### src/rtl/periph_console.sv
// periph_console: memory-mapped console / simulation-control peripheral.
// Channel writes feed one shared {chan, data} FIFO drained over a valid/ready
// stream; STATUS/EXIT/TIMER registers; sticky halt once exit is pending and
// all queued output has drained.
// Optional feature macro: PERIPH_CONSOLE_TIMER_EN (free-running cycle timer).
module periph_console #(
   parameter logic [31:0] BASE_ADDR = 32'hc000_0000,
   parameter int unsigned CHANNELS  = 2,
   parameter int unsigned DEPTH     = 8
) (
   input  logic        clock,
   input  logic        reset,
   input  logic [31:0] paddr,
   input  logic [31:0] pwrite,
   output logic [31:0] pread,
   input  logic        pread_req,
   input  logic        pwrite_req,
   input  logic [2:0]  psize,
   output logic        out_valid,
   input  logic        out_ready,
   output logic [31:0] out_data,
   output logic [3:0]  out_chan,
   output logic        halt,
   output logic [31:0] exit_code
);

   localparam int unsigned PTR_W = (DEPTH > 1) ? $clog2(DEPTH) : 1;
   localparam int unsigned CNT_W = PTR_W + 1;
   localparam logic [31:0] OFF_STATUS = 32'h40;
   localparam logic [31:0] OFF_EXIT   = 32'h44;
   localparam logic [31:0] OFF_TIMER  = 32'h48;

   logic              rst_sync_q;
   logic              rst_n;
   logic [31:0]       off;
   logic [3:0]        ch_idx;
   logic              is_chan;
   logic [31:0]       wdata;
   logic              wr_chan, wr_status, wr_exit;
   logic              full, empty, push, pop;
   logic [PTR_W-1:0]  wr_ptr_q, wr_ptr_d, rd_ptr_q, rd_ptr_d;
   logic [CNT_W-1:0]  count_q, count_d;
   logic              overflow_q, overflow_d;
   logic              exit_pending_q, exit_pending_d;
   logic              halt_q, halt_d;
   logic [31:0]       exit_code_q, exit_code_d;
   logic [31:0]       mem_data_q [DEPTH];
   logic [31:0]       mem_data_d [DEPTH];
   logic [3:0]        mem_chan_q [DEPTH];
   logic [3:0]        mem_chan_d [DEPTH];
   logic [31:0]       status;
   logic [31:0]       timer_rd;

   // Reset release is delayed one edge so the first write lands on the second edge
   always_ff @(posedge clock or negedge reset) begin
      if (!reset) rst_sync_q <= 1'b0;
      else        rst_sync_q <= 1'b1;
   end
   assign rst_n = rst_sync_q;

   // Address decode and psize write-data masking
   always_comb begin
      off       = paddr - BASE_ADDR;
      ch_idx    = off[5:2];
      is_chan   = (off < OFF_STATUS) && (off[1:0] == 2'b00) && (32'(ch_idx) < CHANNELS);
      wr_chan   = pwrite_req && is_chan;
      wr_status = pwrite_req && (off == OFF_STATUS);
      wr_exit   = pwrite_req && (off == OFF_EXIT);
      case (psize)
         3'd1:    wdata = {24'd0, pwrite[7:0]};
         3'd2:    wdata = {16'd0, pwrite[15:0]};
         default: wdata = pwrite;
      endcase
   end

   // FIFO control, overflow, exit and halt next-state
   always_comb begin
      full           = (count_q == CNT_W'(DEPTH));
      empty          = (count_q == '0);
      pop            = !empty && out_ready;
      push           = wr_chan && (!full || pop);
      wr_ptr_d       = push ? wr_ptr_q + PTR_W'(1) : wr_ptr_q;
      rd_ptr_d       = pop ? rd_ptr_q + PTR_W'(1) : rd_ptr_q;
      count_d        = count_q;
      case ({push, pop})
         2'b10:   count_d = count_q + CNT_W'(1);
         2'b01:   count_d = count_q - CNT_W'(1);
         default: count_d = count_q;
      endcase
      overflow_d     = wr_status ? 1'b0 : (overflow_q | (wr_chan && full && !pop));
      exit_pending_d = exit_pending_q | wr_exit;
      exit_code_d    = wr_exit ? wdata : exit_code_q;
      halt_d         = halt_q | (exit_pending_q && empty && !push);
   end

   // FIFO storage next-state
   always_comb begin
      mem_data_d = mem_data_q;
      mem_chan_d = mem_chan_q;
      if (push) begin
         mem_data_d[wr_ptr_q] = wdata;
         mem_chan_d[wr_ptr_q] = ch_idx;
      end
   end

   // FIFO storage (no reset; head is masked while empty)
   always_ff @(posedge clock) begin
      mem_data_q <= mem_data_d;
      mem_chan_q <= mem_chan_d;
   end

   // Control state registers
   always_ff @(posedge clock or negedge rst_n) begin
      if (!rst_n) begin
         wr_ptr_q       <= '0;
         rd_ptr_q       <= '0;
         count_q        <= '0;
         overflow_q     <= 1'b0;
         exit_pending_q <= 1'b0;
         exit_code_q    <= '0;
         halt_q         <= 1'b0;
      end else begin
         wr_ptr_q       <= wr_ptr_d;
         rd_ptr_q       <= rd_ptr_d;
         count_q        <= count_d;
         overflow_q     <= overflow_d;
         exit_pending_q <= exit_pending_d;
         exit_code_q    <= exit_code_d;
         halt_q         <= halt_d;
      end
   end

`ifdef PERIPH_CONSOLE_TIMER_EN
   logic [31:0] timer_q, timer_d;

   // Free-running cycle counter, frozen once halted
   always_comb begin
      timer_d = halt_q ? timer_q : timer_q + 32'd1;
   end

   // Timer register
   always_ff @(posedge clock or negedge rst_n) begin
      if (!rst_n) timer_q <= '0;
      else        timer_q <= timer_d;
   end
   assign timer_rd = timer_q;
`else
   assign timer_rd = 32'd0;
`endif

   // Status word and combinational read mux
   always_comb begin
      status = {15'd0, 9'(count_q), 4'd0, exit_pending_q, overflow_q, empty, full};
      pread  = '0;
      if (pread_req) begin
         if (off == OFF_STATUS)     pread = status;
         else if (off == OFF_TIMER) pread = timer_rd;
      end
   end

   assign out_valid = !empty;
   assign out_data  = empty ? 32'd0 : mem_data_q[rd_ptr_q];
   assign out_chan  = empty ? 4'd0  : mem_chan_q[rd_ptr_q];
   assign halt      = halt_q;
   assign exit_code = exit_code_q;

endmodule
### config.mk
export PLATFORM = sky130hd
export DESIGN_NAME = periph_console
export DESIGN_NICKNAME = d
export VERILOG_FILES = /design/src/rtl/periph_console.sv
export SDC_FILE = /design/constraint.sdc
export NUM_CORES = 1
export LEC_CHECK = 0
export ABC_AREA = 1
export BUFFER_PORTS_ARGS = -buffer_cell sky130_fd_sc_hd__buf_2
export CAP_MARGIN = 20
export CORE_ASPECT_RATIO = 1.75
export CORE_MARGIN = 2
export CORE_UTILIZATION = 58
export CTS_CLUSTER_DIAMETER = 50
export DETAILED_ROUTE_END_ITERATION = 7
export GPL_TIMING_DRIVEN = 0
export PLACE_DENSITY = 0.89
export SKIP_LAST_GASP = 1
export SYNTH_ARGS = -nofsm -noshare
export SYNTH_HDL_FRONTEND = slang
export SYNTH_SLANG_ARGS = --single-unit
### constraint.sdc
create_clock -name clock -period 1.7 [get_ports clock]
set_input_delay 0.17 -clock clock [delete_from_list [all_inputs] [get_ports clock]]
set_output_delay 0.17 -clock clock [all_outputs]
set_load 0.005 [all_outputs]
==> metrics.log <==
[metrics] cell area after synthesis: 13900 um^2
[metrics] Boundary Pins: 174
[metrics] largest area contributor in the netlist: sky130_fd_sc_hd__edfxtp_1
[metrics] master cell of the clock root buffer: sky130_fd_sc_hd__clkbuf_16
[metrics] crit start category: flip-flop
[metrics] number of synthesized register bits: 334
[metrics] final max-slew violation count: 0
[metrics] cell breakdown of the critical path: buf_6, buf_12, buf_12, nor2_2, nor2_1, o21ai_1, o211ai_1, nand2_1, nor2_1, buf_2
[metrics] Worst Max-Slew Pin Slew: 0.832 ns
[metrics] TritonCTS Buffers: 27
[metrics] unrepaired setup endpoints after global routing: true
[metrics] Routed wire per std cell: 27.6 um
[metrics] total of warnings raised by yosys: 0
[metrics] global-route usage over all layers: 0.324
[metrics] first-pass GRT wire length: 61500 um
[metrics] Finished Layout Cells: 1824
[metrics] DRC: 0
[metrics] Final Hold Fails: 0
[metrics] final critical-path required period: 2.64 ns
[metrics] Max Cap Viol: 0
[metrics] post-placement cell count: 1694
[metrics] initial core utilization: 0.593
[metrics] worst hold-check path type: in2reg
[metrics] syn_area_per_cell: 11.5 um^2
[metrics] post-route clock skew: 0.0204 ns
[metrics] Iteration-0 DRC Markers: 2211
[metrics] Post-layout nets: 1578
[metrics] relative area change from synthesis to final layout: 29.1%
[metrics] Finish-stage setup viols: 330
[metrics] most frequent cells after synthesis: sky130_fd_sc_hd__nor2_1, sky130_fd_sc_hd__edfxtp_1, sky130_fd_sc_hd__nand2_1, sky130_fd_sc_hd__o21ai_0, sky130_fd_sc_hd__inv_1
[metrics] length of the first detailed-routing pass in iterations: 7
[metrics] Setup WS post-layout: -0.943 ns
[metrics] maximum single-stage delay on the critical path: 0.47 ns
[metrics] vias per cell: 6.56
[metrics] count of inserted antenna diode cells: 0
[metrics] count of vias placed by the detailed router: 12.0k
[metrics] placement row count: 74
[metrics] count of unique library cells instantiated by Yosys: 31
[metrics] maximum number of pins on one net before global-route repair: 35
[metrics] failing checks: negative setup slack
[metrics] total power: 27.4 mW
[metrics] power per standard cell area: 1530 nW/um^2
[metrics] sequential area share after synthesis: 0.706
[metrics] die area: 25200 um^2
[metrics] antenna viol nets, final: 0
[metrics] Routed Wire Length: 50300 um
[metrics] worst relative slew slack: 0.443
[metrics] overall overflow remaining after global route: 0
[metrics] Critical Path Fanout Max: 7
[metrics] number of enable-type register cells in the synthesized netlist: 288
[metrics] number of clock sinks seen by CTS: 334
[metrics] later-pin clock latency in the skew report: 0.57 ns
[metrics] area of the multi-input gates: 3790 um^2
[metrics] core area: 23400 um^2
[metrics] main flop type after synthesis: sky130_fd_sc_hd__edfxtp_1
[metrics] peak-usage layer in the global routing report: met2
[metrics] dominant cell by count in the synthesized netlist: sky130_fd_sc_hd__nor2_1
[metrics] number of buffers and inverters on the critical path: 4
[metrics] Post-DP HPWL: 24300 um
[metrics] fraction of layout instances using a drive strength above 1: 0.292
[metrics] maximum VDD drop: 1280 uV
[metrics] GRT met3 Usage: 0.0570
[metrics] critical path class: reg2out
[metrics] die span in y: 209 um
[metrics] synthesized instance count: 1205
[metrics] placement-stage worst setup slack: -0.927 ns
[metrics] async set or reset register ratio after synthesis: 0.138
[metrics] Critical Path End Type: output port
[metrics] horizontal die dimension: 121 um
[metrics] clock-pin slew reported for the worst setup and hold paths after clock tree synthesis: 0.07 ns
[metrics] fraction of synthesized cell area taken by the top area cell type: 0.623
[metrics] CTS tree: done
[metrics] Reg area: 9800 um^2
[metrics] routability congestion estimate: 0.835
[metrics] maximum level of the CTS H-tree: 1
[metrics] buffer levels on the longest clock path: 3
[metrics] Worst EP required: 1.53 ns
[metrics] portion of the clock cycle consumed by the worst path in the final layout: 1.55
[metrics] post-route core utilization: 0.765
[metrics] IO buf count: 149
[metrics] WP data arrival: 2.47 ns
[metrics] fill cell count: 1181
[metrics] critical path's slowest cell: sky130_fd_sc_hd__dfrtp_2
[metrics] Top delay family on crit path: simple AND/OR/NAND/NOR gates
[metrics] Max Clock Freq: 0.378 GHz
[metrics] vias in the first global route: 11.2k
[metrics] number of antenna violations at the first check in global routing: 1
[metrics] Pleak: 7.22 nW
[metrics] Global Route met2 Usage: 0.567
[metrics] met1 track demand over resource: 0.360
[metrics] result of the run: finished with violations
[metrics] biggest area contributors in the synthesized netlist: sky130_fd_sc_hd__edfxtp_1, sky130_fd_sc_hd__dfrtp_1, sky130_fd_sc_hd__nor2_1, sky130_fd_sc_hd__nand2_1, sky130_fd_sc_hd__o21ai_0
-- final timing paths --
kind | startpoint | end | slack [ns] | cells after the start
setup / recovery | rd_ptr_q[0]$_DFFE_PN0P_ | out_chan[3] | -0.94 | 10
hold / removal | pwrite[23] | exit_code[23]$_DFFE_PN0P_ | 0.04 | 5
setup reg to reg | count_q[1]$_DFFE_PN0P_ | count_q[3]$_DFFE_PN0P_ | -0.74 | 12
hold reg to reg | rst_n$_DFF_PN0_ | exit_code[18]$_DFFE_PN0P_ | 0.17 | 0
max in group asynchronous | rst_n$_DFF_PN0_ | rd_ptr_q[0]$_DFFE_PN0P_ | 0.96 | 1
min in group asynchronous | rst_n$_DFF_PN0_ | exit_code[18]$_DFFE_PN0P_ | 0.17 | 0
-- cells in the final DEF, fill, tap and decap left out, drive strengths merged --
cell type,synthesis,final
nor2,307,308
edfxtp,288,288
buf,57,276
nand2,162,162
o21ai,156,156
clkbuf,32,66
inv,51,50
dfrtp,46,46
o211ai,37,37
o22ai,36,36
conb,2,25
dlygate4sd3,0,23
clkinv,1,11
nand3,9,9
nor3,5,5
ha,5,5
bufinv,0,4
a21oi,3,3
nand4,2,2
xor2,2,2
xnor2,2,2
clkinvlp,0,2
and2,1,1
fa,1,1
-- sequential cells by signal, summed over array words and instances, names as in the netlist --
register        flops
exit_code          32
exit_pending_q      1
mem_data_q        256
mem_chan_q         32
count_q             4
halt                1
rst_n               1
overflow_q          1
rd_ptr_q            3
wr_ptr_q            3
-- per-stage QoR --
step	setup TNS, ns	instance area, um^2	hold slack, ns
after floorplan	-114.69	14100	-0.126
after CTS	-64.27	17100	0.0319
after detailed placement	-203.95	15500	-0.0535
after global routing	-114.24	17900	0.0664
after global placement	-385.52	15200	-0.0550
final	-108.36	17900	0.0396
-- repair_timing --
item | 4_1_cts | 5_1_grt
resized for setup | 93 | 112
pin swaps | 26 | 56
gates cloned | 3 | 13
hold endpoints to repair | 114 | 0
endpoints found under the setup margin | 327 | 329
setup buffers | 12 | 32
hold buffers | 23 | 0
-- layout make-up --
class	instances	share of cell area
buffer	87	0.0434
clock buffer	34	0.0403
clock inverter	15	0.0101
inverter	52	0.0115
multi-input combinational	754	0.211
sequential	334	0.547
tap	304	0.0212
timing repair buffer	244	0.115
-- where the power goes --
group	internal, mW	leakage [nW]	switching [mW]	total [mW]
combinational	4.13	3.61	7.35	11.5
clock	3.63	0.441	3.10	6.73
sequential	9.01	3.17	0.181	9.19
-- layer usage --
| layer | up-vias | routed length, um |
|---|---|---|
| met3 | 406 | 7020 |
| met1 | 5460 | 14500 |
| met2 | 1393 | 23900 |
| li1 | 4708 | - |
| met5 | - | 0 |
| met4 | 0 | 4940 |
-- worst min-delay path: stages --
cell and delay (ns):
sky130_fd_sc_hd__buf_2 0.09, sky130_fd_sc_hd__inv_1 0.04, sky130_fd_sc_hd__nor2_1 0.11, sky130_fd_sc_hd__nand2_1 0.10, sky130_fd_sc_hd__nand2_1 0.05
-- logic make-up (layout without fill, tap and decap cells) --
group | count (synthesis) | count (layout) | share of synthesized area
and+or+nand+nor | 486 | 487 | 0.135
AOI/OAI and AO/OA | 232 | 232 | 0.0949
xor gates and xnor gates | 4 | 4 | 0.00252
adders and majority gates | 6 | 6 | 0.00595
DFF | 334 | 334 | 0.706
buffers and inverters | 141 | 432 | 0.0546
other | 2 | 25 | 0.000541
Note: power is estimated with default switching activity, not from simulation.
